`config.mk`:
```
export PLATFORM = sky130hd
export DESIGN_NAME = serial_subtract_borrow_flat
export DESIGN_NICKNAME = d
export VERILOG_FILES = /design/src/rtl/serial_subtract_borrow_if.sv /design/src/rtl/serial_subtract_borrow.sv /design/src/flat_wrapper.sv
export SDC_FILE = /design/constraint.sdc
export NUM_CORES = 1
export LEC_CHECK = 0
export ABC_AREA = 1
export CAP_MARGIN = 20
export CELL_PAD_IN_SITES_DETAIL_PLACEMENT = 0
export CELL_PAD_IN_SITES_GLOBAL_PLACEMENT = 1
export CORE_ASPECT_RATIO = 1.2
export CORE_MARGIN = 10
export CORE_UTILIZATION = 41
export DETAILED_ROUTE_END_ITERATION = 8
export PLACE_DENSITY_LB_ADDON = 0.05
export SYNTH_ARGS = -nofsm -noshare
export SYNTH_HDL_FRONTEND = slang
export SYNTH_SLANG_ARGS = --single-unit
```
`constraint.sdc`:
```
create_clock -name clk -period 4 [get_ports clk]
set_clock_uncertainty 0.05 [all_clocks]
set_input_delay 1.2 -clock clk [delete_from_list [all_inputs] [get_ports clk]]
set_output_delay 1.2 -clock clk [all_outputs]
set_load 0.03 [all_outputs]
```
`src/rtl/serial_subtract_borrow_if.sv`:
```
// Handshake and result bundle for the bit-serial subtractor.
// overflow exists only when SERIAL_SUB_OVERFLOW_EN is defined.
interface serial_subtract_borrow_if #(
    parameter int WIDTH = 8
) ();
    logic             start;
    logic [WIDTH-1:0] a_in;
    logic [WIDTH-1:0] b_in;
    logic             busy;
    logic             done;
    logic [WIDTH-1:0] diff;
    logic             borrow;
`ifdef SERIAL_SUB_OVERFLOW_EN
    logic             overflow;

    modport master (
        output start, a_in, b_in,
        input  busy, done, diff, borrow, overflow
    );
    modport slave (
        input  start, a_in, b_in,
        output busy, done, diff, borrow, overflow
    );
`else
    modport master (
        output start, a_in, b_in,
        input  busy, done, diff, borrow
    );
    modport slave (
        input  start, a_in, b_in,
        output busy, done, diff, borrow
    );
`endif
endinterface

```
`src/rtl/serial_subtract_borrow.sv`:
```
// Bit-serial A - B, LSB first, one full-subtractor cell plus a borrow flop.
// Optional signed overflow flag: define SERIAL_SUB_OVERFLOW_EN.
module serial_subtract_borrow #(
    parameter int WIDTH = 8
) (
    input logic                    clk,
    input logic                    reset,
    serial_subtract_borrow_if.slave bus
);
    localparam int CW = (WIDTH > 1) ? $clog2(WIDTH) : 1;
    localparam logic [CW-1:0] LAST = CW'(WIDTH - 1);

    typedef enum logic [1:0] {IDLE, RUN, DONE} state_t;

    state_t           state;
    logic [WIDTH-1:0] a_sh;
    logic [WIDTH-1:0] b_sh;
    logic [WIDTH-1:0] diff_q;
    logic [CW-1:0]    cnt;
    logic             br;
    logic             busy_q;
    logic             done_q;

    logic a0, b0, d, br_next;

    assign a0      = a_sh[0];
    assign b0      = b_sh[0];
    assign d       = a0 ^ b0 ^ br;
    assign br_next = (~a0 & b0) | (~(a0 ^ b0) & br);

    assign bus.busy   = busy_q;
    assign bus.done   = done_q;
    assign bus.diff   = diff_q;
    assign bus.borrow = br;

`ifdef SERIAL_SUB_OVERFLOW_EN
    logic ov_q;
    assign bus.overflow = ov_q;

    // Processing the MSB: operands differ in sign and result sign flips.
    always_ff @(posedge clk or posedge reset) begin
        if (reset) begin
            ov_q <= 1'b0;
        end else if (state == IDLE && bus.start) begin
            ov_q <= 1'b0;
        end else if (state == RUN && cnt == LAST) begin
            ov_q <= (a0 != b0) & (d != a0);
        end
    end
`endif

    always_ff @(posedge clk or posedge reset) begin
        if (reset) begin
            state  <= IDLE;
            a_sh   <= '0;
            b_sh   <= '0;
            diff_q <= '0;
            cnt    <= '0;
            br     <= 1'b0;
            busy_q <= 1'b0;
            done_q <= 1'b0;
        end else begin
            unique case (state)
                IDLE: begin
                    done_q <= 1'b0;
                    if (bus.start) begin
                        a_sh   <= bus.a_in;
                        b_sh   <= bus.b_in;
                        diff_q <= '0;
                        cnt    <= '0;
                        br     <= 1'b0;
                        busy_q <= 1'b1;
                        state  <= RUN;
                    end
                end
                RUN: begin
                    diff_q <= (diff_q >> 1) | (WIDTH'(d) << (WIDTH - 1));
                    a_sh   <= a_sh >> 1;
                    b_sh   <= b_sh >> 1;
                    br     <= br_next;
                    cnt    <= cnt + 1'b1;
                    if (cnt == LAST) begin
                        busy_q <= 1'b0;
                        done_q <= 1'b1;
                        state  <= DONE;
                    end
                end
                DONE: begin
                    done_q <= 1'b0;
                    state  <= IDLE;
                end
                default: state <= IDLE;
            endcase
        end
    end
endmodule

```
`src/flat_wrapper.sv`:
```
// flat-port wrapper written by rule: the top's interface ports become plain ports
module serial_subtract_borrow_flat 
#(
    parameter int WIDTH = 8
)
  (clk, reset, bus_start, bus_a_in, bus_b_in, bus_busy, bus_done, bus_diff, bus_borrow);
  serial_subtract_borrow_if #(.WIDTH(WIDTH)) bus_i ();
  input logic clk;
  input logic reset;
  input wire logic [$bits(bus_i.start)-1:0] bus_start;
  input wire logic [$bits(bus_i.a_in)-1:0] bus_a_in;
  input wire logic [$bits(bus_i.b_in)-1:0] bus_b_in;
  output wire logic [$bits(bus_i.busy)-1:0] bus_busy;
  output wire logic [$bits(bus_i.done)-1:0] bus_done;
  output wire logic [$bits(bus_i.diff)-1:0] bus_diff;
  output wire logic [$bits(bus_i.borrow)-1:0] bus_borrow;
  assign bus_i.start = bus_start;
  assign bus_i.a_in = bus_a_in;
  assign bus_i.b_in = bus_b_in;
  assign bus_busy = bus_i.busy;
  assign bus_done = bus_i.done;
  assign bus_diff = bus_i.diff;
  assign bus_borrow = bus_i.borrow;
  serial_subtract_borrow #(.WIDTH(WIDTH)) u_core (.clk(clk), .reset(reset), .bus(bus_i));
endmodule
```
# Yosys cells after proc, flatten, opt, wreduce, memory -nomap -nowiden
# Index checks and enable logic that the tools add are counted.
# word_totals
wordCells,48
ff_bits,32
input_bits,19
out_inout_bits,11
# classes
add_sub_neg,1
muxes,18
bitwise,8
n_eq_ne,5
n_reduce_logical,8
# op_table
cell,count
8-bit case mux with 2 select lines,3
8-bit 2-to-1 mux,3
7-bit by 8-bit bitwise OR with 8-bit output,1
1-bit case mux with 2 select lines,3
3-bit case mux with 2 select lines,1
2-bit AND reduction,3
1-bit 2-to-1 mux,4
2-bit 2-to-1 mux,2
2-bit case mux with 2 select lines,1
2-bit nonzero test,2
3-bit by 1-bit adder with 3-bit output (second input constant),1
3-bit equality test (second input constant),1
3-bit 2-to-1 mux,1
3-bit AND reduction,1
1-bit AND,2
2-bit by 1-bit equality test with 1-bit output (second input constant),1
2-bit equality test (second input constant),1
2-bit logical NOT,1
2-bit by 1-bit inequality test with 1-bit output (second input constant),1
2-bit inequality test (second input constant),1
1-bit inverter,2
2-bit OR reduction,1
1-bit bitwise XOR,2
1-bit bitwise OR,1

# Logic depth before layout (Yosys ltp)
# Gate-level depths: netlist (run 1).
# logic_depth
word_depth,5
depth_mapped,7
depth_no_buf,6

# Worst setup path before layout (run 1)
# Ideal clock, no wire load.
# synth_timing
path_type,flip-flop to output port
startpoint,reg u_core.br (netlist: u_core.bus.borrow)
endpoint,out bus_borrow
slack_ns,2.214
arrival_time_ns,0.536
path_stages_with_launch,1
required_ns,2.750
path_buffers,0
cell_sequence,dfrtp_1
# synth_lines
item,line_no,source
start: declaration,serial_subtract_borrow.sv:20,logic br;
start signal: assignment,serial_subtract_borrow.sv:80,br <= br_next;
end: declaration,flat_wrapper.sv:16,output wire logic [$bits(bus_i.borrow)-1:0] bus_borrow;
# No word-level cell between the ends.

# Worst setup path after layout (run 1)
# layout_timing
startpoint,reg u_core.br (netlist: u_core.bus.borrow)
endpoint,out bus_borrow
# No word-level cell between the ends.

==> reports/results.txt, run 1 <==
Syn_area_per_cell - 8.22 sq um
Synth unique cells - 21
R2R Setup Slk - 2.20 ns
Final Wtd Congestion - 0.706
Switch Pwr - 0.643 mW
Combinational family with the most area after synthesis - simple AND/OR/NAND/NOR gates
Worst Path Max Fanout - 3
Design area - 2010 sq um
DR vias - 1256
Antenna violations before repair - 0
DP HPWL - 2.24 mm
Mapped Area - 1630 sq um
Area post-placement - 1910 sq um
Antenna Cells - 0
Port bufs - 29
Num ports - 30
Most frequent cells in the layout - nand2_1, inv_1, dfrtp_1, clkdlybuf4s50_1, nand3_1
Synth-to-layout area growth - 23.4%
Min cycle time layout - 2.63 ns
Setup CP Type - flip-flop to output pin
CP max-delay cell - clkdlybuf4s50_1
Worst setup SP type - flip-flop
WP data required - 2.75 ns
Synth Instances - 198
Max capacitance violation total - 0
H-tree depth - 2
Filler cell count - 398
Unrepaired setup endpoints after global routing - false
Syn nets - 220
Root buf cell - clkbuf_8
All-layer global routing usage - 10.8%
Worst Setup End Kind - output pin
Synth Area in Adders - 2.77%
Number of synthesized register bits - 32
Initial DRC count - 47
Nets - 249
Sw frac - 41.4%
Die Wd - 77.5 um
CP cell instances - clkdlybuf4s50_1
PD cells - 772 nW/um^2
# setup viols final - 0
YS warnings - 0
Worst EP arrival - 1.38 ns
Compound-Gate Fraction of Synth Area - 1.23%
Reg power frac - 38.5%
Initial Util - 42.0%
Die Height - 89.0 um
Worst-Margin Slew - 0.719 ns
Layout cells sized above 1 - 11.0%
Largest net degree at the start of global routing - 33
Simple-gate portion of the synthesized area - 33.2%
Vias in the first global route - 1334
Avg WL per Cell - 11.4 um
Total CTS buffers - 5
CP top delay family - buffers and inverters
Placed Cells - 274
Routed WL - 3.22 mm
Core box area - 3880 sq um
Register area share after synthesis - 49.2%
Crit-path max cell delay - 0.70 ns
Rows - 25
Antenna Violating Nets Remaining - 0
Pre-antenna DRT Iters - 4
Via density - 4.47
Post-CTS Setup Bufs - 0
Worst path bufs/invs - 1
Cts hold-fix bufs - 0
DRC - 0
Finished Core Util - 51.8%
Worst Hold Class - flip-flop to flip-flop
Non-Filler Instances - 281
Sum of negative setup slack - 0 ns
Leak Pwr - 1.08 nW
XOR/XNOR share of the synthesized area - 0%
Final hold violation count - 0
Clock-pin slew on the worst setup and hold paths - 0.06 ns
Outcome - finished clean
Mux contribution to synthesized area - 0%
Crit share post-route - 65.8%
TritonCTS clock tree - yes
Cell-internal power - 0.909 mW
Gates resized, CTS repair - 0
Clock power share - 16.8%
Clk sinks - 32
First-pass GRT wire length - 6.00 mm
Leading cell type in the layout, fill and taps excluded - nand2_1
Fin. max-slew vios - 0
CTS max path bufs - 2
Gr ovfl total - 0
Die area - 6900 sq um
Max VDD drop - 0.379 mV
Peak Freq - 380 MHz
Skew-Pair Late Insertion Delay - 0.27 ns
Comb pwr share - 44.6%
Rel. slew slack - 52.1%
-- cell families after synthesis --
kind of cell	Yosys count
adder cells (fa/ha/maj)	3
AO/OA/AOI/OAI	4
buffers and inverters	43
flip-flops	32
AND/OR/NAND/NOR	116
-- through the flow --
stage	hold WS [ns]	total power [mW]	setup WS, ns
after global routing	0.453	1.72	1.30
final	0.427	1.55	1.37
after global placement	0.411	1.29	1.64
after CTS	0.435	1.58	1.34
after floorplan	0.399	1.14	2.06
after detailed placement	0.416	1.31	1.64
-- power groups by stage --
stage	combinational [mW]	clock [mW]	sequential (mW)
after floorplan	0.482	0	0.655
after global placement	0.693	0	0.601
after detailed placement	0.710	0	0.604
after CTS	0.713	0.271	0.600
after global routing	0.807	0.290	0.621
final	0.693	0.261	0.598
-- Yosys cell counts (all sizes together) --
| library cell | count | area share [%] |
|---|---|---|
| nand2 | 84 | 23 |
| inv | 35 | 8.7 |
| ha | 2 | 1.5 |
| dfrtp | 32 | 49 |
| o21ai | 3 | 0.92 |
| a21oi | 1 | 0.31 |
| nand3 | 28 | 8.6 |
| buf | 8 | 4.9 |
| nor2 | 3 | 0.85 |
| fa | 1 | 1.2 |
| or2 | 1 | 0.38 |
-- worst min-delay path, stage by stage, from the launching register on --
cell and delay [ns]:
dfrtp_1 0.35, nand2_1 0.05, nand2_1 0.05
-- final timing paths --
path,cells past startpoint,start,to
min,2,u_core.bus.busy,u_core.bus.busy
min in group asynchronous,3,reset,u_core.bus.diff[0]
max in group asynchronous,3,reset,u_core.a_sh[7]
max,1,u_core.bus.borrow,bus_borrow
min reg2reg,2,u_core.bus.busy,u_core.bus.busy
max reg2reg,5,u_core.state[0],u_core.bus.busy
-- metal layers --
layer	up-vias	GRT usage (%)	share of wire, %
li1	649	-	-
met3	5	4.23	4.0
met5	-	0	0
met2	22	17.8	47
met4	0	3.99	1.6
met1	580	12.6	47
-- state kept, by name (all words and copies together), names as in the netlist --
name,flops
u_core.a_sh,8
u_core.b_sh,8
u_core.bus.borrow,1
u_core.bus.busy,1
u_core.bus.diff,8
u_core.bus.done,1
u_core.cnt,3
u_core.state,2
-- cell type report --
cell class | count | area [sq um] | share of cell area [%]
clock buffers | 7 | 96.3 | 4.79
inverters | 35 | 141 | 7.04
multi-input cells | 123 | 606 | 30.1
flip-flops and latches | 32 | 801 | 39.9
well taps | 54 | 67.6 | 3.36
repair buffers | 30 | 298 | 14.8
Power figures use the tool's default switching activity.
==> run 2, diff against run 1 <==
--- a/config.mk
+++ b/config.mk
@@ -11,7 +11,7 @@
 export CELL_PAD_IN_SITES_GLOBAL_PLACEMENT = 1
 export CORE_ASPECT_RATIO = 1.2
 export CORE_MARGIN = 10
-export CORE_UTILIZATION = 41
+export CORE_UTILIZATION = 34
 export DETAILED_ROUTE_END_ITERATION = 8
 export PLACE_DENSITY_LB_ADDON = 0.05
 export SYNTH_ARGS = -nofsm -noshare
==> constraint.sdc (replaced) <==
create_clock -name clk -period 2.2 [get_ports clk]
set_clock_uncertainty 0.05 [all_clocks]
set_input_delay 0.66 -clock clk [delete_from_list [all_inputs] [get_ports clk]]
set_output_delay 0.66 -clock clk [all_outputs]
set_load 0.03 [all_outputs]
==> reports/results.txt, run 2 (same netlist as run 1, synthesis figures left out) <==
Port bufs - 29
Sum of negative setup slack - 0 ns
WP data required - 1.49 ns
Avg WL per Cell - 12.2 um
Design area - 2020 sq um
Core box area - 4630 sq um
Outcome - finished clean
Worst EP arrival - 1.39 ns
Crit-path max cell delay - 0.70 ns
DR vias - 1235
Worst path bufs/invs - 1
Most frequent cells in the layout - nand2_1, inv_1, dfrtp_1, clkdlybuf4s50_1, nand3_1
Clock-pin slew on the worst setup and hold paths - 0.07 ns
Comb pwr share - 46.0%
Nets - 250
Leak Pwr - 1.09 nW
CP max-delay cell - clkdlybuf4s50_1
H-tree depth - 2
Num ports - 30
Pre-antenna DRT Iters - 4
Worst Setup End Kind - output pin
Root buf cell - clkbuf_8
Cell-internal power - 1.63 mW
CTS max path bufs - 2
Setup CP Type - flip-flop to output pin
Layout cells sized above 1 - 11.8%
DP HPWL - 2.35 mm
TritonCTS clock tree - yes
Crit share post-route - 95.3%
Via density - 4.30
Synth-to-layout area growth - 24.0%
CP cell instances - clkdlybuf4s50_1
Max capacitance violation total - 0
Leading cell type in the layout, fill and taps excluded - nand2_1
CP top delay family - buffers and inverters
Rows - 27
All-layer global routing usage - 9.66%
Final Wtd Congestion - 0.722
PD cells - 1400 nW/um^2
Switch Pwr - 1.19 mW
First-pass GRT wire length - 6.29 mm
Gates resized, CTS repair - 0
Total CTS buffers - 5
Unrepaired setup endpoints after global routing - false
DRC - 0
Min cycle time layout - 2.10 ns
Worst setup SP type - flip-flop
Routed WL - 3.50 mm
Cts hold-fix bufs - 0
Post-CTS Setup Bufs - 0
Initial DRC count - 62
Antenna Cells - 0
Die area - 7970 sq um
Largest net degree at the start of global routing - 33
Rel. slew slack - 67.0%
Worst-Margin Slew - 0.495 ns
Clk sinks - 32
Skew-Pair Late Insertion Delay - 0.28 ns
Peak Freq - 477 MHz
Max VDD drop - 0.518 mV
Initial Util - 35.2%
# setup viols final - 0
Total Power - 2.83 mW
Antenna Violating Nets Remaining - 0
Gr ovfl total - 0
Final hold violation count - 0
Clock power share - 16.4%
Vias in the first global route - 1325
Worst Path Max Fanout - 3
Die Height - 95.8 um
Worst Hold Class - flip-flop to flip-flop
Filler cell count - 460
Reg power frac - 37.6%
Die Wd - 83.2 um
Fin. max-slew vios - 0
Sw frac - 42.2%
Area post-placement - 1930 sq um
Antenna violations before repair - 0
## run 2: cell count changes in the layout (fill, tap and decap cells not counted), sizes merged
cell / previous run / this run
clkinv: 0 / 2
buf: 1 / 2
clkbuf: 7 / 6
## run 2: per-stage QoR
stage / setup slack, ns / cells / hold slack (ns) / util [%]
final: 0.104 / 287 / 0.433 / 43.6
after global routing: 0.0437 / 287 / 0.457 / 43.6
after CTS: 0.0747 / 287 / 0.435 / 43.6
after detailed placement: 0.381 / 279 / 0.420 / 41.6
after global placement: 0.394 / 279 / 0.409 / 41.6
after floorplan: 0.745 / 198 / 0.399 / -
## run 2: path summary, 6_finish.rpt
check,from,endpoint,slack [ns],depth (start not counted)
setup / recovery,u_core.bus.borrow,bus_borrow,0.10,1
hold reg to reg,u_core.cnt[0],u_core.cnt[0],0.43,1
min in group asynchronous,reset,u_core.bus.diff[7],0.71,3
max in group asynchronous,reset,u_core.a_sh[7],1.08,3
hold / removal,u_core.cnt[0],u_core.cnt[0],0.43,1
setup reg to reg,u_core.state[0],u_core.b_sh[3],0.61,6
## run 2: per-layer routing
metal	track usage [%]	routed length, um	vias up
met5	0	0	-
met4	3.69	29	0
met3	4.40	235	4
met2	16.4	1670	27
met1	10.5	1570	556
li1	-	-	648
## run 2: final cells by class
| class | instances | area (sq um) | area share (%) |
|---|---|---|---|
| Sequential cell | 32 | 801 | 39.7 |
| Multi-Input combinational cell | 123 | 606 | 30.0 |
| Timing Repair Buffer | 31 | 305 | 15.1 |
| Inverter | 35 | 141 | 7.01 |
| Clock buffer | 6 | 82.6 | 4.09 |
| Tap cell | 58 | 72.6 | 3.60 |
| Clock inverter | 2 | 10.0 | 0.496 |
## run 2: power groups by stage
stage	Combinational [mW]	Sequential [mW]	Clock, mW
floorplan	0.876	1.19	0
global placement	1.31	1.06	0
detailed placement	1.33	1.07	0
CTS	1.34	1.07	0.487
global route	1.49	1.11	0.525
finish	1.30	1.06	0.464
